[src/rtl/vga_pkg.sv]
// Shared defaults and types for the VGA pixel-stream blocks.
// Widths default to a 640x480 raster with 12-bit pixels.
package vga_pkg;

    localparam int DEF_WIDTH            = 640;
    localparam int DEF_HEIGHT           = 480;
    localparam int DEF_WIDTH_BITS       = 10;
    localparam int DEF_HEIGHT_BITS      = 9;
    localparam int DEF_PIXEL_BITS       = 12;
    localparam int DEF_CHECKSUM_BITS    = 16;
    localparam int DEF_FRAME_COUNT_BITS = 8;

    typedef enum logic {
        UNSYNCED = 1'b0,
        ACTIVE   = 1'b1
    } monitor_state_t;

    // Per-frame result flags; the numeric results are parameter-sized and live beside it.
    typedef struct packed {
        logic order_error;
        logic size_error;
    } frame_result_t;

endpackage

[src/rtl/raster_tracker.sv]
// Expected-coordinate counter for a raster stream: flags pixels whose (x,y)
// differs from the expected position and resynchronises to the received one.
module raster_tracker
    import vga_pkg::*;
#(
    parameter int WIDTH       = DEF_WIDTH,
    parameter int HEIGHT      = DEF_HEIGHT,
    parameter int WIDTH_BITS  = DEF_WIDTH_BITS,
    parameter int HEIGHT_BITS = DEF_HEIGHT_BITS,
    parameter bit CHECK_ORDER = 1'b1
) (
    input  logic                   clock_in,
    input  logic                   reset_n_in,
    input  logic                   accept,
    input  logic                   clear,
    input  logic [WIDTH_BITS-1:0]  pixel_x,
    input  logic [HEIGHT_BITS-1:0] pixel_y,
    output logic                   mismatch
);

    localparam logic [WIDTH_BITS-1:0]  X_LAST = WIDTH_BITS'(WIDTH - 1);
    localparam logic [HEIGHT_BITS-1:0] Y_LAST = HEIGHT_BITS'(HEIGHT - 1);

    logic [WIDTH_BITS-1:0]  ex_q, ex_nx, base_x;
    logic [HEIGHT_BITS-1:0] ey_q, ey_nx, base_y;

    // Advance from the received position after a mismatch, otherwise from the expected one.
    always_comb begin
        mismatch = CHECK_ORDER && accept && ((pixel_x != ex_q) || (pixel_y != ey_q));
        base_x   = mismatch ? pixel_x : ex_q;
        base_y   = mismatch ? pixel_y : ey_q;
        ex_nx    = base_x + 1'b1;
        ey_nx    = base_y;
        if (base_x >= X_LAST) begin
            ex_nx = '0;
            ey_nx = (base_y >= Y_LAST) ? '0 : base_y + 1'b1;
        end
    end

    // NOTE: state registers use non-blocking assignments so every flop samples pre-edge values.
    always_ff @(posedge clock_in or negedge reset_n_in) begin
        if (!reset_n_in) begin
            ex_q <= '0;
            ey_q <= '0;
        end else if (clear) begin
            ex_q <= '0;
            ey_q <= '0;
        end else if (accept) begin
            ex_q <= ex_nx;
            ey_q <= ey_nx;
        end
    end

endmodule

[src/rtl/frame_monitor.sv]
// Pixel-stream monitor: accumulates per-frame count, lit count and checksum,
// checks raster order, and reports one result record per v_sync falling edge.
module frame_monitor
    import vga_pkg::*;
#(
    parameter int WIDTH            = DEF_WIDTH,
    parameter int HEIGHT           = DEF_HEIGHT,
    parameter int WIDTH_BITS       = DEF_WIDTH_BITS,
    parameter int HEIGHT_BITS      = DEF_HEIGHT_BITS,
    parameter int PIXEL_BITS       = DEF_PIXEL_BITS,
    parameter int CHECKSUM_BITS    = DEF_CHECKSUM_BITS,
    parameter int FRAME_COUNT_BITS = DEF_FRAME_COUNT_BITS,
    parameter bit CHECK_ORDER      = 1'b1,
    parameter int COUNT_BITS       = $clog2(WIDTH * HEIGHT + 1)
) (
    input  logic                        clock_in,
    input  logic                        reset_n_in,
    input  logic [WIDTH_BITS-1:0]       pixel_x_in,
    input  logic [HEIGHT_BITS-1:0]      pixel_y_in,
    input  logic [PIXEL_BITS-1:0]       pixel_in,
    input  logic                        video_on_in,
    input  logic                        v_sync_in,
    output logic                        frame_valid_out,
    output logic [CHECKSUM_BITS-1:0]    checksum_out,
    output logic [COUNT_BITS-1:0]       pixel_count_out,
    output logic [COUNT_BITS-1:0]       lit_count_out,
    output logic [FRAME_COUNT_BITS-1:0] frame_count_out,
    output logic                        order_error_out,
    output logic                        size_error_out,
    output logic [WIDTH_BITS-1:0]       first_err_x_out,
    output logic [HEIGHT_BITS-1:0]      first_err_y_out
);

    localparam logic [COUNT_BITS-1:0] FRAME_SIZE = COUNT_BITS'(WIDTH * HEIGHT);

    monitor_state_t state_q;
    logic           v_sync_q;
    logic           v_sync_fall;
    logic           accept;
    logic           mismatch;

    logic [COUNT_BITS-1:0]    count_q, count_nx;
    logic [COUNT_BITS-1:0]    lit_q, lit_nx;
    logic [CHECKSUM_BITS-1:0] sum_q, sum_nx;
    logic                     err_q;
    logic [WIDTH_BITS-1:0]    first_x_q, first_x_nx;
    logic [HEIGHT_BITS-1:0]   first_y_q, first_y_nx;
    frame_result_t            flags_nx;

    assign v_sync_fall = v_sync_q && !v_sync_in;
    assign accept      = (state_q == ACTIVE) && video_on_in;

    raster_tracker #(
        .WIDTH       (WIDTH),
        .HEIGHT      (HEIGHT),
        .WIDTH_BITS  (WIDTH_BITS),
        .HEIGHT_BITS (HEIGHT_BITS),
        .CHECK_ORDER (CHECK_ORDER)
    ) u_tracker (
        .clock_in   (clock_in),
        .reset_n_in (reset_n_in),
        .accept     (accept),
        .clear      (v_sync_fall),
        .pixel_x    (pixel_x_in),
        .pixel_y    (pixel_y_in),
        .mismatch   (mismatch)
    );

    // Next-state accumulators include the current pixel so a pixel on the fall edge closes into this frame.
    always_comb begin
        count_nx   = count_q;
        lit_nx     = lit_q;
        sum_nx     = sum_q;
        first_x_nx = first_x_q;
        first_y_nx = first_y_q;
        if (accept) begin
            if (count_q != '1) count_nx = count_q + 1'b1;
            if ((pixel_in == '1) && (lit_q != '1)) lit_nx = lit_q + 1'b1;
            sum_nx = sum_q + CHECKSUM_BITS'(pixel_in);
        end
        if (mismatch && !err_q) begin
            first_x_nx = pixel_x_in;
            first_y_nx = pixel_y_in;
        end
        flags_nx.order_error = err_q || mismatch;
        flags_nx.size_error  = (count_nx != FRAME_SIZE);
    end

    always_ff @(posedge clock_in or negedge reset_n_in) begin
        if (!reset_n_in) begin
            state_q         <= UNSYNCED;
            v_sync_q        <= 1'b1;
            count_q         <= '0;
            lit_q           <= '0;
            sum_q           <= '0;
            err_q           <= 1'b0;
            first_x_q       <= '0;
            first_y_q       <= '0;
            frame_valid_out <= 1'b0;
            checksum_out    <= '0;
            pixel_count_out <= '0;
            lit_count_out   <= '0;
            frame_count_out <= '0;
            order_error_out <= 1'b0;
            size_error_out  <= 1'b0;
            first_err_x_out <= '0;
            first_err_y_out <= '0;
        end else begin
            v_sync_q        <= v_sync_in;
            frame_valid_out <= 1'b0;
            if (state_q == UNSYNCED) begin
                // The first fall only establishes frame alignment; nothing is reported.
                if (v_sync_fall) state_q <= ACTIVE;
            end else if (v_sync_fall) begin
                frame_valid_out <= 1'b1;
                checksum_out    <= sum_nx;
                pixel_count_out <= count_nx;
                lit_count_out   <= lit_nx;
                frame_count_out <= frame_count_out + 1'b1;
                order_error_out <= flags_nx.order_error;
                size_error_out  <= flags_nx.size_error;
                first_err_x_out <= first_x_nx;
                first_err_y_out <= first_y_nx;
                count_q         <= '0;
                lit_q           <= '0;
                sum_q           <= '0;
                err_q           <= 1'b0;
                first_x_q       <= '0;
                first_y_q       <= '0;
            end else begin
                count_q   <= count_nx;
                lit_q     <= lit_nx;
                sum_q     <= sum_nx;
                err_q     <= flags_nx.order_error;
                first_x_q <= first_x_nx;
                first_y_q <= first_y_nx;
            end
        end
    end

endmodule

[config.mk]
export PLATFORM = sky130hd
export DESIGN_NAME = frame_monitor
export DESIGN_NICKNAME = d
export VERILOG_FILES = /design/src/rtl/vga_pkg.sv /design/src/rtl/raster_tracker.sv /design/src/rtl/frame_monitor.sv
export SDC_FILE = /design/constraint.sdc
export NUM_CORES = 1
export LEC_CHECK = 0
export ABC_AREA = 1
export BUFFER_PORTS_ARGS = -buffer_cell sky130_fd_sc_hd__buf_2
export CAP_MARGIN = 20
export CELL_PAD_IN_SITES_DETAIL_PLACEMENT = 0
export CELL_PAD_IN_SITES_GLOBAL_PLACEMENT = 1
export CORE_MARGIN = 2
export CORE_UTILIZATION = 39
export CTS_CLUSTER_DIAMETER = 50
export DETAILED_ROUTE_END_ITERATION = 6
export GPL_TIMING_DRIVEN = 0
export HOLD_SLACK_MARGIN = 0.12
export MAX_ROUTING_LAYER = met4
export PLACE_DENSITY_LB_ADDON = 0.1
export SETUP_SLACK_MARGIN = 0.1
export SYNTH_ARGS = -nofsm -noshare
export SYNTH_HDL_FRONTEND = slang
export SYNTH_SLANG_ARGS = --single-unit
[constraint.sdc]
create_clock -name clock_in -period 2.7 [get_ports clock_in]
set_input_delay 0.27 -clock clock_in [delete_from_list [all_inputs] [get_ports clock_in]]
set_output_delay 0.27 -clock clock_in [all_outputs]
set_load 0.05 [all_outputs]
==> run metrics, run 1 <==
Hold Fails Final Rpt=0; Top Ports=119; CP required=3080 ps; Nets=1,409; Synth Register Bits=179; CTS max path bufs=2; n_diodes=0; die height=160 um; leakage power=0.00565 uW; grt ovf=0; syn nets=1,240; Placed Cells=1,630; Clock Latency Late Sink=440 ps; number of synthesized flops with an enable pin=0; max_slew headroom=49.1%; Worst Skew=21.0 ps; Yosys Warn Count=0; clk slew on worst S/H paths=70 ps; status=completed; Num CTS Buffers=17; max frequency=392 MHz; commonest cells after routing, fill and taps aside=nand2_1 (320), dfrtp_1 (178), o21ai_0 (127); Main synth FF type=dfrtp_1; fin cells=1,693; die width=160 um; GP Congestion=0.827; buffers and inverters on the worst path=5; # clock sinks=179; share of layout cells above drive strength 1=22.2%; antenna-violating nets left=0; Max Cap Viol=0; Critical Path End Type=flip-flop; Setup violations, final=0; first-pass GRT wire length=44,200 um; DP Wirelength=19,800 um; Area Overhead vs Synth=23.3%; Detailed Route WL=27,300 um; die area=0.0256 mm^2; Syn Std Cell Area=0.00948 mm^2; initial core utilization=39.3%; Core Rows=57; Worst path most repeated cell=nand2_1; synthesized instance count=1,187; First-pass DRT Iterations=5; startpoint types=flip-flop; commonest non-fill, non-tap cell in the layout=nand2_1; CORE AREA=0.0241 mm^2; sequential share of the synthesized area=47.3%; Worst-Margin Slew=763 ps; average wire per standard cell=16.1 um; initial DRC count=462; FFs w/ async S/R, synth=100%; family with the most delay on the worst path=simple AND/OR/NAND/NOR gates; clk root buf=clkbuf_16; crit-path max cell delay=360 ps; All-Layer GR Usage=22.5%; final instance area=0.0117 mm^2; Synth area leader=dfrtp_1; crit path time final=2550 ps; Syn Area/Cell=7.99 um^2; CP Data Arrival Time=2930 ps; Hold Crit Class=in2reg; CP max stage cell=dfrtp_1; Final Cycle Share=94.6%; Netlist cell types=46; PortBufs=118; Max VDD drop=414 uV; Max H-tree Level=4; Final Slew Violations=0; Post-DP Area=0.0105 mm^2; vias in the first global route=8,075; top post-synthesis cells by area=dfrtp_1 (47%), nand2_1 (13%), o21ai_0 (7.0%); initial antenna violation count=0; CTS tree=yes; total vias in the final route=8,353; RSZ-0062 raised after global routing=true; PD cells=708 mW/mm^2; Crit Path Class=reg2reg; DRC=0; share of the synthesized area in the top cell type=47.0%; worst-path maximum fanout=8; critical-path cell list=inv_1 > nand2_1 > nand2_1 > nor2_2 > nand2_1 > nor2_2 > nand3_4 > nand2_4 > buf_12 > nand2_2 > o21a_1 > inv_2 > ha_4 > inv_2 > nor2_4 > nand3_2 > nand2_4 > clkbuf_16 > nand3_2 > nand2_2 > nand3_2 > nand2_1; largest net degree at the start of global routing=115; vias per inst=4.93; worst hold margin=229 ps
-- timing repair --
| item | in CTS | in global routing |
|---|---|---|
| setup endpoints to repair | 115 | 162 |
| resized for setup | 18 | 91 |
| endpoints found under the hold margin | 66 | 0 |
| pin swaps | 6 | 28 |
| buffers inserted | 17 | 13 |
| hold buffers | 2 | 0 |
| gates cloned | 0 | 1 |
-- through the flow --
step	total power (uW)	utilization (%)	worst slack, ps	setup TNS (ps)
3_5_place_dp	5740	43.6	-422	-15940
4_1_cts	8210	46.7	108	0
5_1_grt	8750	48.5	-30.0	-133
2_1_floorplan	5080	-	145	0
6_report	8270	48.5	147	0
3_3_place_gp	5710	43.5	-1800	-335940
-- logic make-up (layout without fill, tap and decap cells) --
logic type                 after synthesis  in the layout  synth area share (%)
xor gates and xnor gates                57             57                  5.35
DFF                                    179            179                  47.3
buffers and inverters                  186            368                  7.87
and+or+nand+nor                        518            518                  23.6
AOI/OAI and AO/OA                      229            229                  13.4
adders and majority gates               18             18                  2.46
-- worst register-to-register path: stages (launching register included) --
cell	delay, ps
dfrtp_1	360
inv_1	80
nand2_1	60
nand2_1	60
nor2_2	100
nand2_1	80
nor2_2	160
nand3_4	100
nand2_4	110
buf_12	120
nand2_2	40
o21a_1	120
inv_2	100
ha_4	150
inv_2	40
nor2_4	130
nand3_2	100
nand2_4	170
clkbuf_16	190
nand3_2	70
nand2_2	80
nand3_2	50
nand2_1	60
-- cell type report --
type / instances / area, um^2
fill: 2457 / 12400
multi-input combinational: 822 / 4550
sequential: 179 / 4480
timing repair buffer: 152 / 930
inverter: 139 / 533
clock buffer: 19 / 433
tap: 324 / 405
buffer: 45 / 228
clock inverter: 13 / 128
-- path summary, 6_finish.rpt --
| path | startpoint | slack, ps | endpoint | cells after the start |
|---|---|---|---|---|
| worst max-delay path | u_tracker.ex_q[7] | 150 | u_tracker.ey_q[7] | 22 |
| worst min-delay path | pixel_y_in[5] | 230 | first_y_q[5] | 3 |
| worst max register to register | u_tracker.ex_q[7] | 150 | u_tracker.ey_q[7] | 22 |
| worst min register to register | frame_count_out[7] | 470 | frame_count_out[7] | 1 |
| max in group asynchronous | reset_n_in | 1340 | lit_count_out[15] | 3 |
| min in group asynchronous | reset_n_in | 370 | checksum_out[9] | 2 |
-- state kept, by name, summed over array words and instances (netlist names), 16 cells and up --
register	cells
count_q	19
lit_count_out	19
lit_q	19
pixel_count_out	19
checksum_out	16
sum_q	16
-- cell usage after synthesis (2+ instances only) --
master      n
nand2_1   334
dfrtp_1   178
o21ai_0   133
inv_1     128
nand3_1    57
nor2_1     55
o22ai_1    51
xor2_1     45
clkbuf_1   38
nor3_1     18
ha_1       17
nand4_1    16
o21ai_1    13
a21oi_1    12
xnor2_1    11
inv_2      10
nor4_1      9
nand2_2     7
nand2_4     7
o21ai_2     6
buf_2       4
or2_2       4
a22o_1      3
nand3_2     3
nor2_2      3
o21bai_1    3
buf_6       2
nor2_4      2
-- power by group --
| part | total, uW | internal [uW] | switching (uW) |
|---|---|---|---|
| logic | 2540 | 767 | 1770 |
| registers | 3310 | 3050 | 263 |
| clock network | 2420 | 1290 | 1130 |
-- layer usage --
| metal | wire [um] | track usage, % | vias up |
|---|---|---|---|
| met5 | 0 | - | - |
| met4 | 208 | 4.46 | 0 |
| met3 | 961 | 3.40 | 14 |
| met2 | 12600 | 35.3 | 145 |
| met1 | 13500 | 31.4 | 3970 |
| li1 | - | - | 4224 |
Note: power is estimated with default switching activity, not from simulation.
==> run 2: changes to the inputs <==
- clock period: 2.7 -> 2.3 ns (I/O delays scaled with it)
==> run 2 against run 1 <==
Net effect:
- the run now ends with setup timing left
- first-iteration DRC count is 0.87% higher
- combinational power is 31% higher
- hold slack worse by 100 ps
- clock skew is 8.8 ps lower
- die area stayed put
- register-to-register slack worse by 400 ps
- power is 23% higher
==> run metrics, run 2 (synthesis results as in run 1) <==
die area=0.0256 mm^2 (unchanged); Crit Path Class=reg2reg; Hold Crit Class=in2reg; RSZ-0062 raised after global routing=true; Setup violations, final=20 (+20); average wire per standard cell=16.5 um (+2.6%); commonest cells after routing, fill and taps aside=nand2_1 (305), dfrtp_1 (175), inv_1 (123); Area Overhead vs Synth=32.6%; Hold EP=first_y_q[6]; CTS tree=yes; GP Congestion=0.821 (-0.79%); worst hold margin=129 ps (-100 ps); clk slew on worst S/H paths=70 ps (about the same); Core Rows=57 (unchanged); RR Startpoint=u_tracker.ex_q[4]; All-Layer GR Usage=22.9% (+0.30 points); PortBufs=118 (unchanged); failing checks=setup timing; CP required=2660 ps (-420 ps); total vias in the final route=8,652 (+3.6%); clk root buf=clkbuf_16; vias per inst=5.00 (+1.2%); initial DRC count=466 (+0.87%); n_diodes=0 (unchanged); max frequency=392 MHz (about the same); Critical Path End Type=flip-flop; RR Endpoint=u_tracker.ey_q[3]; First-pass DRT Iterations=5 (unchanged); Final Cycle Share=111% (+16 points); share of layout cells above drive strength 1=29.8% (+7.6 points); Worst-Margin Slew=700 ps (-62.9 ps); vias in the first global route=8,347 (+3.4%); Num CTS Buffers=17 (unchanged); PD cells=812 mW/mm^2 (+15%); r2r setup slk=-250 ps (-400 ps); DRC=0 (unchanged); crit path time final=2550 ps (-1.94 ps); Detailed Route WL=28,700 um (+5.0%); largest net degree at the start of global routing=108 (-6.1%); final worst slack=-251 ps (-398 ps); Worst Skew=12.2 ps (-8.81 ps); Max VDD drop=489 uV (+18%); Max H-tree Level=4 (unchanged); worst hold path depth=3 (unchanged); final setup TNS=-4190 ps (-4190 ps); grt ovf=0 (unchanged); Hold Fails Final Rpt=0 (unchanged); initial core utilization=39.3% (unchanged); CTS max path bufs=2 (unchanged); antenna-violating nets left=0 (unchanged); # clock sinks=179 (unchanged); leakage power=0.00606 uW (+7.1%); die width=160 um (unchanged); initial antenna violation count=0 (unchanged); Min-Delay Startpoint=pixel_y_in[6]; Final Slew Violations=0 (unchanged); CP Data Arrival Time=2910 ps (-20 ps); CORE AREA=0.0241 mm^2 (unchanged); first-pass GRT wire length=44,800 um (+1.5%); status=finished, violations left; die height=160 um (unchanged); Nets=1,448 (+2.8%); Worst Reg2Reg Path Length in Cells=20 (-9.1%); worst-path maximum fanout=8 (unchanged); commonest non-fill, non-tap cell in the layout=nand2_1; DP Wirelength=20,000 um (+1.0%); Max Cap Viol=0 (unchanged); Clock Latency Late Sink=440 ps (about the same); max_slew headroom=53.3% (+4.2 points); startpoint types=flip-flop; Top Ports=119 (unchanged)
## run 2: layout make-up
class / instances / area [um^2]
clock inverter: 13 / 148
clock buffer: 19 / 433
tap: 324 / 405
fill: 2381 / 11500
sequential: 179 / 4480
inverter: 139 / 537
buffer: 47 / 307
multi-input combinational: 822 / 5020
timing repair buffer: 189 / 1240
## run 2: repair_timing
| item | in CTS | in global routing |
|---|---|---|
| endpoints found under the setup margin | 167 | 150 |
| pin swaps | 33 | 52 |
| gates resized for setup | 102 | 170 |
| setup buffers | 37 | 29 |
| endpoints found under the hold margin | 72 | 0 |
| cloned | 1 | 2 |
| hold buffers | 2 | 0 |
## run 2: through the flow
| stage | utilization [%] | cells | instance area (um^2) | worst slack [ps] | power (uW) |
|---|---|---|---|---|---|
| 2_1_floorplan | - | 1187 | 9520 | -147 | 5980 |
| 3_3_place_gp | 43.6 | 1629 | 10500 | -2160 | 6720 |
| 3_5_place_dp | 43.8 | 1630 | 10600 | -711 | 6760 |
| 4_1_cts | 49.0 | 1702 | 11800 | -253 | 9960 |
| 5_1_grt | 52.2 | 1732 | 12600 | -479 | 10800 |
| 6_report | 52.2 | 1732 | 12600 | -251 | 10200 |
## run 2: power by group
group	total [uW]	switching (uW)	internal, uW
Sequential	3910	327	3580
Clock	2960	1340	1620
Combinational	3330	2240	1100
## run 2: critical path, stage by stage, from the launching register on
cell	delay (ps)
dfrtp_1	410
xnor2_1	160
nand3_1	120
nor2_2	180
nand3_4	110
nand2_4	110
buf_12	100
buf_8	90
nand2_2	40
o21a_1	120
inv_2	80
ha_4	130
inv_2	40
nor2_4	110
nand3_4	110
nand2_8	140
buf_8	130
nand3_1	80
nand2_2	100
nand2_4	50
o21ai_2	40
## run 2: worst max path at each step
| stage | start | end | slack (ps) | cells after the start |
|---|---|---|---|---|
| 6_report | u_tracker.ex_q[4] | u_tracker.ey_q[3] | -250 | 20 |
| 5_1_grt | u_tracker.ey_q[7] | u_tracker.ey_q[6] | -480 | 23 |
| 4_1_cts | u_tracker.ey_q[6] | u_tracker.ex_q[8] | -250 | 21 |
| 3_5_place_dp | v_sync_q | checksum_out[9] | -710 | 9 |
| 3_3_place_gp | reset_n_in | u_tracker.ey_q[6] | -2160 | 1 |
| 2_1_floorplan | u_tracker.ey_q[2] | u_tracker.ey_q[3] | -150 | 22 |
## run 2: per-layer routing
metal	up-vias	global-route usage, %	part of all wire (%)	routed length (um)
met3	21	4.08	3.5	1000
met5	-	-	0	0
met1	4188	30.7	47	13600
li1	4292	-	-	-
met4	0	4.91	1.2	334
met2	151	36.5	48	13800
==> run 3: changes to the inputs <==
- CELL_PAD_IN_SITES_DETAIL_PLACEMENT: 0 -> default
- CELL_PAD_IN_SITES_GLOBAL_PLACEMENT: 1 -> default
- CORE_UTILIZATION: 39 -> 53
- PLACE_DENSITY: default -> 0.77
- PLACE_DENSITY_LB_ADDON: 0.1 -> default
==> run 3 against run 2 <==
Net effect:
- worst setup slack got worse by 120 ps
- clock power increased by 14%
- final cell count shrank 6.4%
- die area fell by 26%
- hold slack gained 13 ps
- the run still ends with setup timing left
- flip-flop and latch count is the same
- critical endpoint unchanged
- clock-buffer cell count is the same
==> run metrics, run 3 (synthesis results as in run 1) <==
All-Layer GR Usage=29.9% (+7.1 points); max frequency=375 MHz (-4.3%); Clk pwr share=32.0% (+3.0 points); die width=138 um (-14%); vias in the first global route=8,543 (+2.3%); final worst slack=-366 ps (-115 ps); NetSw=3890 uW (-0.30%); DRC=0 (unchanged); Hold Crit Class=in2reg; Post-DP Area=0.0104 mm^2 (-1.2%); CTS max path bufs=2 (unchanged); max_slew headroom=53.5% (+0.17 points); Setup violations, final=22 (+10%); CTS tree=yes; Worst Skew=12.1 ps (-0.125 ps); Clock Latency Late Sink=450 ps (about the same); total vias in the final route=9,044 (+4.5%); status=finished, violations left; RR Endpoint=u_tracker.ey_q[3]; Nets=1,437 (-0.76%); clk slew on worst S/H paths=80 ps (about the same); Worst-Margin Slew=698 ps (-2.56 ps); RR Startpoint=u_tracker.ey_q[2]; r2r setup slk=-370 ps (-120 ps); CORE AREA=0.0174 mm^2 (-28%); worst-path maximum fanout=5 (-3); initial antenna violation count=0 (unchanged); initial DRC count=757 (+62%); final instance area=0.0123 mm^2 (-2.4%); Area Overhead vs Synth=29.5%; final setup TNS=-5340 ps (-1150 ps); leakage power=0.00604 uW (-0.33%); Setup crit end=u_tracker.ey_q[3]; Max H-tree Level=4 (unchanged); n_diodes=0 (unchanged); Net Sw Frac=37.0% (-1.3 points); # fillers=1,344 (-44%); share of layout cells above drive strength 1=27.6% (-2.3 points); Multi-input gate area=0.00489 mm^2 (-2.6%); initial core utilization=54.4% (+15 points); die height=138 um (-14%); Max VDD drop=668 uV (+37%); Detailed Route WL=27,800 um (-3.0%); PortBufs=118 (unchanged); CP Data Arrival Time=2990 ps (+80 ps); RSZ-0062 raised after global routing=true; grt ovf=0 (unchanged); antenna-violating nets left=0 (unchanged); PD cells=857 mW/mm^2 (+5.6%); Int Power=6630 uW (+5.2%); # clock sinks=179 (unchanged); Final Cycle Share=116% (+5.0 points); clk root buf=clkbuf_16; Combinational Power Share=30.7% (-2.0 points); vias per inst=5.58 (+12%); crit path time final=2670 ps (+115 ps); first-pass GRT wire length=42,700 um (-4.7%); Sequential Area=0.00449 mm^2 (about the same); die area=0.0190 mm^2 (-26%); First-pass DRT Iterations=6 (+1); CP required=2620 ps (-40 ps); GP Congestion=0.941 (+15%); Design Power=10,500 uW (+3.1%); Hold Fails Final Rpt=0 (unchanged); Worst Reg2Reg Path Length in Cells=23 (+15%); Top Ports=119 (unchanged); commonest cells after routing, fill and taps aside=nand2_1 (320), dfrtp_1 (174), inv_1 (123); CP startpoint=u_tracker.ey_q[2]; Final Slew Violations=0 (unchanged); pre-CTS setup slack=-634 ps (+76.9 ps); failing checks=setup timing; Flop pwr share=37.3% (-1.0 points); Num CTS Buffers=17 (unchanged); largest net degree at the start of global routing=107 (-0.93%); commonest non-fill, non-tap cell in the layout=nand2_1; Max Cap Viol=0 (unchanged); average wire per standard cell=17.1 um (+3.6%); Core Rows=48 (-16%); startpoint types=flip-flop; DP Wirelength=18,400 um (-8.0%); Crit Path Class=reg2reg; Critical Path End Type=flip-flop
-- run 3: cell types whose count changed in the layout (fill, tap and decap cells not counted), moves of 7 or more --
cell	delta
buf_4	-7
nand2_1	+15
nand2_2	-10
o21ai_0	+29
o21ai_1	-8
o21ai_2	-19
-- run 3: per-stage QoR --
step	util, %	hold WS [ps]	std cells
after CTS	67.2	151	1599
after detailed placement	59.9	239	1531
after global routing	70.5	188	1622
after global placement	59.7	372	1530
final	70.5	142	1622
after floorplan	-	-65.6	1187
-- run 3: layer usage --
layer	part of all wire (%)	vias up	track usage [%]
li1	-	4262	-
met4	3.1	0	11.2
met1	41	4343	38.6
met5	0	-	-
met2	49	362	48.3
met3	6.5	77	4.49
-- run 3: worst min-delay path by stage --
stage / start / cells past startpoint / endpoint
2_1_floorplan: reset_n_in / 0 / checksum_out[0]
3_3_place_gp: v_sync_in / 1 / v_sync_q
3_5_place_dp: reset_n_in / 1 / sum_q[8]
4_1_cts: pixel_y_in[7] / 3 / first_y_q[7]
5_1_grt: pixel_y_in[6] / 3 / first_y_q[6]
6_report: pixel_y_in[7] / 3 / first_y_q[7]
-- run 3: power groups by stage --
stage / Clock (uW) / Combinational [uW] / Sequential (uW)
2_1_floorplan: 0 / 1250 / 4730
3_3_place_gp: 0 / 2720 / 3930
3_5_place_dp: 0 / 2780 / 3950
4_1_cts: 3370 / 3000 / 3900
5_1_grt: 3500 / 3500 / 3980
6_report: 3370 / 3230 / 3930
-- run 3: layout make-up --
type                    count  area share [%]
plain buffers              46            2.36
clock buffers              19            3.69
clock inverters            13            1.77
inverters                 139            4.31
multi-input cells         822            39.8
flip-flops and latches    179            36.5
well taps                 225            2.29
repair buffers            179            9.22
-- run 3: timing repair --
action | CTS | global route
resized for setup | 84 | 112
hold endpoints to repair | 74 | 0
buffers inserted | 35 | 23
endpoints found under the setup margin | 162 | 148
hold buffers | 2 | 0
pin swaps | 34 | 63
cloned | 0 | 0
-- run 3: critical path, stage by stage (launching register included) --
cell and delay, ps:
dfrtp_1 410, nor2_1 110, nor2_1 60, nor2_1 110, nand2_1 70, nor2_2 170, nand3_4 100, nand2_4 110
buf_12 100, buf_8 90, nand2_2 40, o21a_1 120, inv_2 80, ha_4 130, inv_2 40, nor2_4 100
nand3_2 100, nand2_4 140, buf_6 130, nand2_2 40, nand2_1 60, nand2_1 60, nand2_1 100, o21ai_2 70
